**config.mk**
```make
export PLATFORM = sky130hd
export DESIGN_NAME = csr_unit
export DESIGN_NICKNAME = d
export VERILOG_FILES = /design/src/rtl/csr_pkg.sv /design/src/rtl/csr_counter64.sv /design/src/rtl/csr_unit.sv
export SDC_FILE = /design/constraint.sdc
export NUM_CORES = 1
export LEC_CHECK = 0
export ABC_AREA = 1
export CAP_MARGIN = 30
export CORE_UTILIZATION = 54
export DETAILED_ROUTE_END_ITERATION = 10
export PLACE_DENSITY = 0.78
export SLEW_MARGIN = 20
export SYNTH_ARGS = -nofsm -noshare
export SYNTH_HDL_FRONTEND = slang
export SYNTH_SLANG_ARGS = --single-unit
```
**constraint.sdc**
```tcl
create_clock -name clk -period 2.8 [get_ports clk]
set_input_delay 0.56 -clock clk [delete_from_list [all_inputs] [get_ports clk]]
set_output_delay 0.56 -clock clk [all_outputs]
set_load 0.1 [all_outputs]
```
**src/rtl/csr_pkg.sv**
```systemverilog
`default_nettype none
// ============================================================================
// Module      : csr_pkg
// Description : Shared CSR addresses, operation encoding, trap causes and
//               status bit positions for the machine-mode CSR unit.
// Revision    : 1.0 - initial release
// ============================================================================
package csr_pkg;

    typedef enum logic [1:0] {
        CSR_OP_NONE = 2'b00,
        CSR_OP_RW   = 2'b01,
        CSR_OP_RS   = 2'b10,
        CSR_OP_RC   = 2'b11
    } csr_op_e;

    localparam logic [11:0] C_ADDR_MSTATUS   = 12'h300;
    localparam logic [11:0] C_ADDR_MIE       = 12'h304;
    localparam logic [11:0] C_ADDR_MTVEC     = 12'h305;
    localparam logic [11:0] C_ADDR_MEPC      = 12'h341;
    localparam logic [11:0] C_ADDR_MCAUSE    = 12'h342;
    localparam logic [11:0] C_ADDR_MIP       = 12'h344;
    localparam logic [11:0] C_ADDR_MCYCLE    = 12'hB00;
    localparam logic [11:0] C_ADDR_MINSTRET  = 12'hB02;
    localparam logic [11:0] C_ADDR_MCYCLEH   = 12'hB80;
    localparam logic [11:0] C_ADDR_MINSTRETH = 12'hB82;

    localparam int C_MSTATUS_MIE  = 3;
    localparam int C_MSTATUS_MPIE = 7;
    localparam int C_MIE_MTIE     = 7;
    localparam int C_MIE_MEIE     = 11;

    localparam logic [31:0] C_CAUSE_M_TIMER = 32'h8000_0007;
    localparam logic [31:0] C_CAUSE_M_EXT   = 32'h8000_000B;

    function automatic logic [31:0] csr_apply(
        input csr_op_e     op,
        input logic [31:0] old_val,
        input logic [31:0] wdata
    );
        logic [31:0] res;
        res = old_val;
        case (op)
            CSR_OP_RW: res = wdata;
            CSR_OP_RS: res = old_val | wdata;
            CSR_OP_RC: res = old_val & ~wdata;
            default:   res = old_val;
        endcase
        return res;
    endfunction

endpackage
`default_nettype wire

```
**src/rtl/csr_counter64.sv**
```systemverilog
`default_nettype none
// ============================================================================
// Module      : csr_counter64
// Description : 64-bit free-running counter with independent 32-bit half
//               writes; any half write drops that cycle's increment.
// Revision    : 1.0 - initial release
// ============================================================================
module csr_counter64 (
    input  logic        clk,
    input  logic        rst,
    input  logic        i_inc_en,
    input  logic        i_wr_lo,
    input  logic        i_wr_hi,
    input  logic [31:0] i_wdata,
    output logic [63:0] o_count
);

    logic [63:0] count_q;
    logic [63:0] count_d;

    always_comb begin
        count_d = count_q;
        if (i_wr_lo || i_wr_hi) begin
            if (i_wr_lo) count_d[31:0]  = i_wdata;
            if (i_wr_hi) count_d[63:32] = i_wdata;
        end else if (i_inc_en) begin
            count_d = count_q + 64'd1;
        end
    end

    always_ff @(posedge clk) begin
        if (rst) begin
            count_q <= 64'd0;
        end else begin
            count_q <= count_d;
        end
    end

    assign o_count = count_q;

endmodule
`default_nettype wire

```
**src/rtl/csr_unit.sv**
```systemverilog
`default_nettype none
// ============================================================================
// Module      : csr_unit
// Description : Machine-mode CSR file with read-modify-write access, 64-bit
//               counters, trap entry / mret and fetch redirect generation.
// Revision    : 1.0 - initial release
// ============================================================================
module csr_unit
    import csr_pkg::*;
#(
    parameter int          XLEN         = 32,
    parameter bit          HAS_COUNTERS = 1'b1,
    parameter logic [31:0] RESET_MTVEC  = 32'h0000_0000
) (
    input  logic            clk,
    input  logic            rst,
    input  logic [1:0]      csr_op,
    input  logic [11:0]     csr_addr,
    input  logic [XLEN-1:0] csr_wdata,
    output logic [XLEN-1:0] csr_rdata,
    output logic            csr_illegal,
    input  logic [XLEN-1:0] pc,
    input  logic            instr_retire,
    input  logic            exc_valid,
    input  logic [3:0]      exc_cause,
    input  logic            mret,
    input  logic            irq_timer,
    input  logic            irq_ext,
    output logic            redirect_valid,
    output logic [XLEN-1:0] redirect_pc
);

    logic        mstatus_mie_q,  mstatus_mie_d;
    logic        mstatus_mpie_q, mstatus_mpie_d;
    logic        mie_mtie_q,     mie_mtie_d;
    logic        mie_meie_q,     mie_meie_d;
    logic [31:0] mtvec_q,        mtvec_d;
    logic [31:0] mepc_q,         mepc_d;
    logic [31:0] mcause_q,       mcause_d;

    csr_op_e     w_op;
    logic        w_csr_req;
    logic        w_addr_hit;
    logic [31:0] w_old;
    logic [31:0] w_wval;
    logic        w_wen;
    logic [31:0] w_mstatus;
    logic [31:0] w_mie;
    logic [31:0] w_mip;
    logic [63:0] w_mcycle;
    logic [63:0] w_minstret;
    logic        w_int_ext;
    logic        w_int_tmr;
    logic        w_trap;
    logic        w_mret_take;
    logic [31:0] w_cause;
    logic [31:0] w_base;
    logic [31:0] w_trap_pc;
    logic        w_cyc_wr_lo, w_cyc_wr_hi;
    logic        w_ret_wr_lo, w_ret_wr_hi;
    logic        w_ret_inc;

    // Read view of the architectural CSRs
    always_comb begin
        w_mstatus                 = 32'd0;
        w_mstatus[12:11]          = 2'b11;
        w_mstatus[C_MSTATUS_MPIE] = mstatus_mpie_q;
        w_mstatus[C_MSTATUS_MIE]  = mstatus_mie_q;
        w_mie                     = 32'd0;
        w_mie[C_MIE_MTIE]         = mie_mtie_q;
        w_mie[C_MIE_MEIE]         = mie_meie_q;
        w_mip                     = 32'd0;
        w_mip[C_MIE_MTIE]         = irq_timer;
        w_mip[C_MIE_MEIE]         = irq_ext;
    end

    always_comb begin
        w_old      = 32'd0;
        w_addr_hit = 1'b1;
        case (csr_addr)
            C_ADDR_MSTATUS:   w_old = w_mstatus;
            C_ADDR_MIE:       w_old = w_mie;
            C_ADDR_MTVEC:     w_old = mtvec_q;
            C_ADDR_MEPC:      w_old = mepc_q;
            C_ADDR_MCAUSE:    w_old = mcause_q;
            C_ADDR_MIP:       w_old = w_mip;
            C_ADDR_MCYCLE:    w_old = w_mcycle[31:0];
            C_ADDR_MINSTRET:  w_old = w_minstret[31:0];
            C_ADDR_MCYCLEH:   w_old = w_mcycle[63:32];
            C_ADDR_MINSTRETH: w_old = w_minstret[63:32];
            default:          w_addr_hit = 1'b0;
        endcase
    end

    assign w_op      = csr_op_e'(csr_op);
    assign w_csr_req = (w_op != CSR_OP_NONE);
    assign w_wval    = csr_apply(w_op, w_old, csr_wdata);

    assign w_int_ext   = mstatus_mie_q & mie_meie_q & irq_ext;
    assign w_int_tmr   = mstatus_mie_q & mie_mtie_q & irq_timer;
    assign w_trap      = exc_valid | w_int_ext | w_int_tmr;
    assign w_mret_take = mret & ~w_trap;

    // RS/RC with a zero mask must not write: a write-back would stall counters
    assign w_wen = w_csr_req & w_addr_hit & ~w_trap & ~w_mret_take &
                   ((w_op == CSR_OP_RW) | (csr_wdata != 32'd0));

    assign w_cause   = exc_valid ? {28'd0, exc_cause}
                     : (w_int_ext ? C_CAUSE_M_EXT : C_CAUSE_M_TIMER);
    assign w_base    = {mtvec_q[31:2], 2'b00};
    assign w_trap_pc = (!exc_valid && (mtvec_q[1:0] == 2'b01))
                     ? (w_base + {26'd0, w_cause[3:0], 2'b00})
                     : w_base;

    always_comb begin
        mstatus_mie_d  = mstatus_mie_q;
        mstatus_mpie_d = mstatus_mpie_q;
        mie_mtie_d     = mie_mtie_q;
        mie_meie_d     = mie_meie_q;
        mtvec_d        = mtvec_q;
        mepc_d         = mepc_q;
        mcause_d       = mcause_q;
        if (w_trap) begin
            mepc_d         = pc & ~32'h3;
            mcause_d       = w_cause;
            mstatus_mpie_d = mstatus_mie_q;
            mstatus_mie_d  = 1'b0;
        end else if (w_mret_take) begin
            mstatus_mie_d  = mstatus_mpie_q;
            mstatus_mpie_d = 1'b1;
        end else if (w_wen) begin
            case (csr_addr)
                C_ADDR_MSTATUS: begin
                    mstatus_mie_d  = w_wval[C_MSTATUS_MIE];
                    mstatus_mpie_d = w_wval[C_MSTATUS_MPIE];
                end
                C_ADDR_MIE: begin
                    mie_mtie_d = w_wval[C_MIE_MTIE];
                    mie_meie_d = w_wval[C_MIE_MEIE];
                end
                C_ADDR_MTVEC:  mtvec_d  = w_wval;
                C_ADDR_MEPC:   mepc_d   = w_wval & ~32'h3;
                C_ADDR_MCAUSE: mcause_d = w_wval;
                default: ;
            endcase
        end
    end

    always_ff @(posedge clk) begin
        if (rst) begin
            mstatus_mie_q  <= 1'b0;
            mstatus_mpie_q <= 1'b0;
            mie_mtie_q     <= 1'b0;
            mie_meie_q     <= 1'b0;
            mtvec_q        <= RESET_MTVEC;
            mepc_q         <= 32'd0;
            mcause_q       <= 32'd0;
        end else begin
            mstatus_mie_q  <= mstatus_mie_d;
            mstatus_mpie_q <= mstatus_mpie_d;
            mie_mtie_q     <= mie_mtie_d;
            mie_meie_q     <= mie_meie_d;
            mtvec_q        <= mtvec_d;
            mepc_q         <= mepc_d;
            mcause_q       <= mcause_d;
        end
    end

    assign w_cyc_wr_lo = w_wen & (csr_addr == C_ADDR_MCYCLE);
    assign w_cyc_wr_hi = w_wen & (csr_addr == C_ADDR_MCYCLEH);
    assign w_ret_wr_lo = w_wen & (csr_addr == C_ADDR_MINSTRET);
    assign w_ret_wr_hi = w_wen & (csr_addr == C_ADDR_MINSTRETH);
    assign w_ret_inc   = instr_retire & ~w_trap;

    generate
        if (HAS_COUNTERS) begin : g_counters
            csr_counter64 u_mcycle (
                .clk      (clk),
                .rst      (rst),
                .i_inc_en (1'b1),
                .i_wr_lo  (w_cyc_wr_lo),
                .i_wr_hi  (w_cyc_wr_hi),
                .i_wdata  (w_wval),
                .o_count  (w_mcycle)
            );
            csr_counter64 u_minstret (
                .clk      (clk),
                .rst      (rst),
                .i_inc_en (w_ret_inc),
                .i_wr_lo  (w_ret_wr_lo),
                .i_wr_hi  (w_ret_wr_hi),
                .i_wdata  (w_wval),
                .o_count  (w_minstret)
            );
        end else begin : g_no_counters
            assign w_mcycle   = 64'd0;
            assign w_minstret = 64'd0;
        end
    endgenerate

    assign csr_rdata      = (w_csr_req && w_addr_hit) ? w_old : 32'd0;
    assign csr_illegal    = w_csr_req & ~w_addr_hit;
    assign redirect_valid = ~rst & (w_trap | w_mret_take);
    assign redirect_pc    = w_trap ? w_trap_pc : mepc_q;

endmodule
`default_nettype wire

```
==> results.yml, run 1 <==
status:
  status: "stopped before the end"
  failed_stage: "global routing (5_1_grt)"
  tool.error: "[ERROR GRT-0116] Global routing finished with congestion. Check the congestion regions in the DRC Viewer."
logic_synthesis:
  ys_async_sr_fraction_pct: 0
  ys_seq_elements: 226
  synthCells: 3144
  ys_seq_area_share_pct: 25.36
  synthDistinctLibCells: 48
  synth-edff-count: 0
  synth-main-ff-cell: "dfxtp_1"
  syn_area_per_cell_um2: 5.673
  yosysWarnings: 0
  syn-cell-area_um2: 17840
cts:
  cts_root_buf: "clkbuf_16"
  cts_buffers: 27
  cts.sinks: 226
  htreeDepth: 1
  clockBufferDepth: 3
  ctsHoldBuffers: 0
floorplan:
  die_w_um: 183.7
  core.rowCount: 66
  ios: 155
  start_util_pct: 54.82
  die_y_um: 183.7
placed_design:
  port_buffers: 150
  dpl_worst_slack_ns: -1.253
  place_hpwl_um: 73000
  gp_congestion: 1.173
global_route:
  grt_first_pass_wirelength_um: 187600
  grt_overflow: 4
  grt_start_max_net_pins: 67
  grt_pass1_vias: 28978
  grt_usage_pct: 75.59
## per-stage QoR
step	instance area, um^2	hold slack, ns	cells
3_5_place_dp	24010	0.4522	3958
2_1_floorplan	18700	0.4401	3145
3_3_place_gp	24010	0.4466	3958
4_1_cts	26490	0.3448	4055
## per-layer routing
layer | global-route usage [%] | GRT overflow
met1 | 78.76 | 0
met2 | 88.09 | 1
met3 | 63.79 | 0
met4 | 69.03 | 3
met5 | 32.44 | 0
## synthesized netlist by cell type, types with 11 or more instances
cell type | count | share of area, %
nand2_1 | 919 | 19
nor2_1 | 481 | 10
inv_1 | 297 | 6.3
a21oi_1 | 241 | 6.8
o21ai_0 | 234 | 6.6
dfxtp_1 | 226 | 25
nand3_1 | 200 | 5.6
nor3_1 | 103 | 2.9
xor2_1 | 100 | 4.9
clkbuf_1 | 72 | 1.5
nand4_1 | 52 | 1.8
buf_2 | 42 | 1.2
buf_4 | 18 | 0.76
o22ai_1 | 18 | 0.63
xnor2_1 | 14 | 0.69
nor2_2 | 11 | 0.39
## cells by family after synthesis
| group | after synthesis | synth area share (%) |
|---|---|---|
| and+or+nand+nor | 1814 | 42.77 |
| AOI/OAI and AO/OA | 533 | 15.50 |
| buffers and inverters | 449 | 10.21 |
| DFF | 226 | 25.36 |
| xor gates and xnor gates | 114 | 5.598 |
| adders and majority gates | 7 | 0.5331 |
| other | 1 | 0.02102 |
## what timing repair did
| item | in CTS |
|---|---|
| cloned | 7 |
| pin swaps | 110 |
| endpoints found under the setup margin | 67 |
| gates resized for setup | 339 |
| buffers inserted | 48 |
==> run 2, diff against run 1 <==
--- a/config.mk
+++ b/config.mk
@@ -7,9 +7,9 @@
 export LEC_CHECK = 0
 export ABC_AREA = 1
 export CAP_MARGIN = 30
-export CORE_UTILIZATION = 54
+export CORE_UTILIZATION = 40
 export DETAILED_ROUTE_END_ITERATION = 10
-export PLACE_DENSITY = 0.78
+export PLACE_DENSITY_LB_ADDON = 0.15
 export SLEW_MARGIN = 20
 export SYNTH_ARGS = -nofsm -noshare
 export SYNTH_HDL_FRONTEND = slang
==> constraint.sdc (replaced) <==
create_clock -name clk -period 3.6 [get_ports clk]
set_input_delay 0.72 -clock clk [delete_from_list [all_inputs] [get_ports clk]]
set_output_delay 0.72 -clock clk [all_outputs]
set_load 0.1 [all_outputs]
==> results.yml, run 2 <==
finish:
  drive_gt1_share_pct: 17.89
  fin_area_um2: 24930
  n_fill_cell: 4419
  area_delta_synth_final_pct: 39.77
  layout.cells.most_common_list: "896 x nand2_1, 462 x nor2_1, 290 x inv_1"
  fin_util_pct: 56.50
  nNetsFinal: 3607
  final_common_cell: "nand2_1"
  layout.cells.non_filler: 4125
  diodes: 0
logic_synthesis:
  synth-simple-area-share_pct: 42.77
  synthDistinctLibCells: 48
  synth_top_family_by_area: "simple AND/OR/NAND/NOR gates"
  synth_top_area_share_pct: 25.36
  synth_xor_area_share_pct: 5.598
  ys_seq_elements: 226
  ys_seq_area_share_pct: 25.36
  synth.area.top_cells: "dfxtp_1 25%, nand2_1 19%, nor2_1 10%, a21oi_1 6.8%, o21ai_0 6.6%"
  ys_async_sr_fraction_pct: 0
  ys_top_cells_by_count: "919 x nand2_1, 481 x nor2_1, 297 x inv_1, 241 x a21oi_1, 234 x o21ai_0"
  synth-edff-count: 0
  yosysTopAreaCell: "dfxtp_1"
  synth_mux_area_share_pct: 0
  synth_compound_area_share_pct: 15.50
  synthCells: 3144
  synth-main-ff-cell: "dfxtp_1"
  syn-cell-area_um2: 17840
  yosys.area_share.adder_pct: 0.5331
  syn_area_per_cell_um2: 5.673
  yosysMostFrequentCell: "nand2_1"
  yosysWarnings: 0
global_route:
  grtUsageMet2_pct: 65.03
  grt.met1_usage_pct: 58.69
  grt_first_pass_wirelength_um: 147300
  met3_usage_pct: 11.78
  grt-busiest-layer: "met2"
  antenna_found_initial: 7
  grt_start_max_net_pins: 78
  grt_overflow: 0
  grt_pass1_vias: 22215
  grt_usage_pct: 44.43
status:
  violations: "negative setup slack"
  status: "finished, violations left"
timing:
  maxSlewViolCount: 0
  fmax_mhz: 260.0
  final.setup_skew_ns: 0.009819
  hold_slack_ns: 0.4598
  worst-slew-pin-transition_ns: 0.9036
  fin_crit_sh_pct: 106.8
  rsz0062_at_grt: "true"
  worst_slack_ns: -0.2463
  post-route-min-period_ns: 3.846
  slew_headroom_pct: 39.76
  finalHoldViolations: 0
  setup_viol: 21
floorplan:
  coreArea_um2: 44120
  ios: 155
  die_w_um: 213.2
  dieArea_um2: 45440
  start_util_pct: 40.42
  core.rowCount: 77
  die_y_um: 213.2
placed_design:
  gp_congestion: 1.064
  placed_cell_area_um2: 22960
  port_buffers: 150
  dp.cells: 4028
  place_hpwl_um: 78560
critical_path:
  path_class: "reg2out"
  crit_required_ns: 2.88
  crit_fanout: 5
  reg2reg_depth: 12
  reg2reg_to: "g_counters.u_minstret.o_count[42]$_SDFFE_PP0P_"
  setup.worst_path.start_class: "flip-flop"
  arrival_ns: 3.13
  r2r_start: "g_counters.u_minstret.o_count[4]$_SDFFE_PP0P_"
  rrSetupSlack_ns: 0.71
  end_kind: "primary output"
route:
  drtIter0Drc: 3339
  drtPass1Iterations: 9
  viasPerCell: 5.846
  ant_nets: 0
  drc: 0
  wl_per_cell_um: 24.72
  totalWireLength_um: 102000
  vias: 24113
pwr:
  fin_total_pwr_w: 0.006901
  p_leak_nw: 10.17
  power.density_nw_per_um2: 276.8
  irDropWorstVdd_mv: 0.3062
min_path:
  hp-class: "reg2reg"
  min-delay-start: "mcause_q[10]$_SDFFE_PP0P_"
  hold_path_end: "mcause_q[10]$_SDFFE_PP0P_"
  hold_depth: 2
cts:
  ctsHoldBuffers: 0
  cts.sinks: 226
  cts_root_buf: "clkbuf_16"
  cts_buffers: 29
  clk_latency_ns: 0.59
  clockBufferDepth: 3
  htreeDepth: 1
  cts.clk_slew.worst_paths_ns: 0.06
  tritoncts: "yes"
run:
  maxCapViolCount: 0
==> run 2: cell families (layout without fill, tap and decap cells) <==
family / count (synthesis) / in the layout
xor gates and xnor gates: 114 / 114
adders and majority gates: 7 / 7
AOI/OAI and AO/OA: 533 / 533
and+or+nand+nor: 1814 / 1814
other: 1 / 2
DFF: 226 / 226
buffers and inverters: 449 / 837
==> run 2: repair_timing <==
| item | 4_1_cts | 5_1_grt |
|---|---|---|
| cloned | 4 | 0 |
| buffers inserted | 32 | 10 |
| endpoints found under the setup margin | 57 | 33 |
| resized for setup | 135 | 56 |
| pin swaps | 52 | 39 |
==> run 2: layout make-up <==
| class | count | area, um^2 | area share, % |
|---|---|---|---|
| Timing Repair Buffer | 477 | 5170 | 20.74 |
| Sequential cell | 226 | 4527 | 18.16 |
| Tap cell | 592 | 740.7 | 2.971 |
| Clock inverter | 10 | 127.6 | 0.5119 |
| Inverter | 307 | 1161 | 4.657 |
| Clock buffer | 43 | 888.4 | 3.563 |
| Multi-Input combinational cell | 2470 | 12320 | 49.40 |
==> run 2: routing by layer <==
layer,vias to the layer above,routed length (um)
met4,12,6759
met5,-,73
li1,10857,-
met3,374,13340
met1,11145,40110
met2,1725,41690
==> run 2: stage by stage <==
step / setup slack, ns / TNS (ns)
final: -0.2463 / -3.027
after global routing: -0.3417 / -4.985
after CTS: -0.1689 / -1.292
after detailed placement: -0.7765 / -16.75
after global placement: -0.6961 / -15.08
after floorplan: -0.4309 / -12.94
==> run 2: worst max-delay path by stage <==
stage	startpoint	endpoint	slack [ns]
floorplan	csr_addr[5]	csr_rdata[23]	-0.43
global placement	irq_ext	redirect_pc[24]	-0.70
detailed placement	irq_ext	redirect_pc[28]	-0.78
CTS	mstatus_mie_q$_SDFFE_PP0P_	redirect_pc[28]	-0.17
global route	mie_meie_q$_SDFFE_PP0P_	redirect_pc[28]	-0.34
finish	mie_meie_q$_SDFFE_PP0P_	redirect_pc[28]	-0.25
==> run 2: worst max-delay path, cell delays in order, from the launching register on <==
cell,delay [ns]
dfxtp_2,0.33
nand3_4,0.11
nand2_4,0.08
o21ai_2,0.07
inv_2,0.07
ha_4,0.29
nand3_4,0.07
nand3_4,0.11
nand2_4,0.07
nor2_4,0.13
nand2_2,0.09
nor3_4,0.28
buf_6,0.17
nand2_4,0.07
nor2_4,0.12
xnor2_2,0.10
o21ai_4,0.17
buf_12,0.19
==> run 2: report_power, final <==
group | leakage, nW | internal, W | switching [W] | total (W)
clock network | 0.506 | 0.00190 | 0.00130 | 0.00320
logic | 7.83 | 0.000391 | 0.000698 | 0.00109
registers | 1.83 | 0.00255 | 0.0000523 | 0.00261
total | 10.2 | 0.00485 | 0.00205 | 0.00690
Note: power is estimated with default switching activity, not from simulation.
==> run 3, diff against run 2 <==
--- a/config.mk
+++ b/config.mk
@@ -9,7 +9,9 @@
 export CAP_MARGIN = 30
 export CORE_UTILIZATION = 40
 export DETAILED_ROUTE_END_ITERATION = 10
+export MAX_ROUTING_LAYER = met4
 export PLACE_DENSITY_LB_ADDON = 0.15
+export SKIP_CTS_REPAIR_TIMING = 1
 export SLEW_MARGIN = 20
 export SYNTH_ARGS = -nofsm -noshare
 export SYNTH_HDL_FRONTEND = slang
==> results.yml, run 3 (synthesis gave the netlist of run 2 again) <==
status:
  status: "finished, violations left"
  violations: "negative setup slack"
route:
  ant_nets: 0
  drtIter0Drc: 3721
  drc: 0
  wl_per_cell_um: 25.17
  drtPass1Iterations: 7
  totalWireLength_um: 103700
  vias: 24350
  viasPerCell: 5.909
pwr:
  p_leak_nw: 10.12
  fin_total_pwr_w: 0.006955
  power.density_nw_per_um2: 280.9
  irDropWorstVdd_mv: 0.3872
timing:
  fin_crit_sh_pct: 105.0
  worst_slack_ns: -0.1812
  hold_slack_ns: 0.4602
  setup_viol: 16
  final.setup_skew_ns: 0.01523
  finalHoldViolations: 0
  post-route-min-period_ns: 3.781
  fmax_mhz: 264.5
  rsz0062_at_grt: "true"
  maxSlewViolCount: 0
  worst-slew-pin-transition_ns: 0.8673
  slew_headroom_pct: 41.73
finish:
  final_common_cell: "nand2_1"
  seq_area_um2: 4531
  area_delta_synth_final_pct: 38.80
  layout.cells.most_common_list: "895 x nand2_1, 462 x nor2_1, 290 x inv_1"
  layout.cells.non_filler: 4121
  fin_util_pct: 56.11
  drive_gt1_share_pct: 17.39
  nNetsFinal: 3599
  n_fill_cell: 4439
  multi_input_area_um2: 12190
  fin_area_um2: 24760
placed_design:
  dp.cells: 4039
  gp_congestion: 1.071
  placed_cell_area_um2: 23000
  place_hpwl_um: 80670
  port_buffers: 150
critical_path:
  setup.worst_path.start_class: "flip-flop"
  rrSetupSlack_ns: 0.56
  path_class: "reg2out"
  crit_required_ns: 2.88
  crit_fanout: 4
  crit_top_cell: "nand2_4"
  slowest_delay_ns: 0.36
  crit_slowest_cell: "dfxtp_4"
  crit_chain: "nand3_4 -> nand2_4 -> nand2_4 -> ha_4 -> nand3_2 -> nand2_2 -> nand2_2 -> nand2_4 -> nand3_4 -> nor2_4 -> nand4_1 -> buf_4 -> nor3_4 -> o21ai_2 -> o21ai_2 -> buf_12"
  arrival_ns: 3.06
  end_kind: "primary output"
global_route:
  antenna_found_initial: 2
  grt_usage_pct: 45.61
  grt_first_pass_wirelength_um: 146500
  grt_overflow: 0
  grt_start_max_net_pins: 74
  grt_pass1_vias: 22200
floorplan:
  dieArea_um2: 45440
  die_y_um: 213.2
  start_util_pct: 40.42
  ios: 155
  core.rowCount: 77
  die_w_um: 213.2
  coreArea_um2: 44120
cts:
  cts_buffers: 29
  clockBufferDepth: 3
  cts.sinks: 226
  cts_root_buf: "clkbuf_16"
  htreeDepth: 1
  cts.clk_slew.worst_paths_ns: 0.06
  tritoncts: "yes"
  clk_latency_ns: 0.61
min_path:
  hp-class: "reg2reg"
run:
  maxCapViolCount: 0
-- run 3: changes by cell type in the layout (fill, tap and decap cells not counted), moves of 4 or more --
cell / before / now
dlymetal6s2s_1: 0 / 16
nand3_1: 187 / 191
clkbuf_8: 11 / 7
o21ai_1: 23 / 17
diode_2: 0 / 4
nand2_2: 17 / 23
dlygate4sd2_1: 16 / 0
o21ai_2: 29 / 24
a21oi_1: 228 / 233
o21ai_0: 187 / 197
a21oi_2: 11 / 7
nand2_4: 11 / 6
nand3_4: 8 / 4
-- run 3: cell type report --
| cell class | count | area share (%) |
|---|---|---|
| tap | 592 | 2.992 |
| sequential | 226 | 18.30 |
| timing repair buffer | 469 | 20.60 |
| inverter | 307 | 4.680 |
| antenna | 4 | 0.04043 |
| multi-input combinational | 2470 | 49.25 |
| clock buffer | 41 | 3.396 |
| clock inverter | 12 | 0.7479 |
-- run 3: through the flow --
step                      setup WS [ns]  TNS [ns]
after detailed placement        -0.7691    -15.36
after global routing            -0.2700    -3.134
after floorplan                 -0.4309    -12.94
after CTS                       -0.7820    -15.99
after global placement          -0.6856    -13.48
final                           -0.1812    -1.698
-- run 3: path summary, 6_finish.rpt --
kind | end | cells past startpoint | start
max | redirect_pc[29] | 16 | mie_meie_q$_SDFFE_PP0P_
min | mcause_q[17]$_SDFFE_PP0P_ | 2 | mcause_q[17]$_SDFFE_PP0P_
max reg2reg | g_counters.u_mcycle.o_count[39]$_SDFFE_PP0P_ | 10 | g_counters.u_mcycle.o_count[6]$_SDFFE_PP0P_
min reg2reg | mcause_q[17]$_SDFFE_PP0P_ | 2 | mcause_q[17]$_SDFFE_PP0P_
-- run 3: layer usage --
metal / vias to the layer above / global-route usage (%) / part of all wire (%)
li1: 10820 / - / -
met4: 0 / 24.46 / 6.6
met3: 354 / 10.25 / 13
met2: 1876 / 64.82 / 41
met5: - / - / 0
met1: 11300 / 59.69 / 40
-- run 3: critical path, delay by kind of cell (launching register included) --
kind,cells,cell delay [ns]
AOI/OAI and AO/OA,2,0.18
adders and majority gates,1,0.29
buffers and inverters,2,0.40
DFF,1,0.36
and+or+nand+nor,11,1.21
-- run 3: power by group --
group / switching (W) / internal [W]
sequential: 0.0000523 / 0.00255
clock: 0.00133 / 0.00191
combinational: 0.000708 / 0.000395
total: 0.00209 / 0.00486
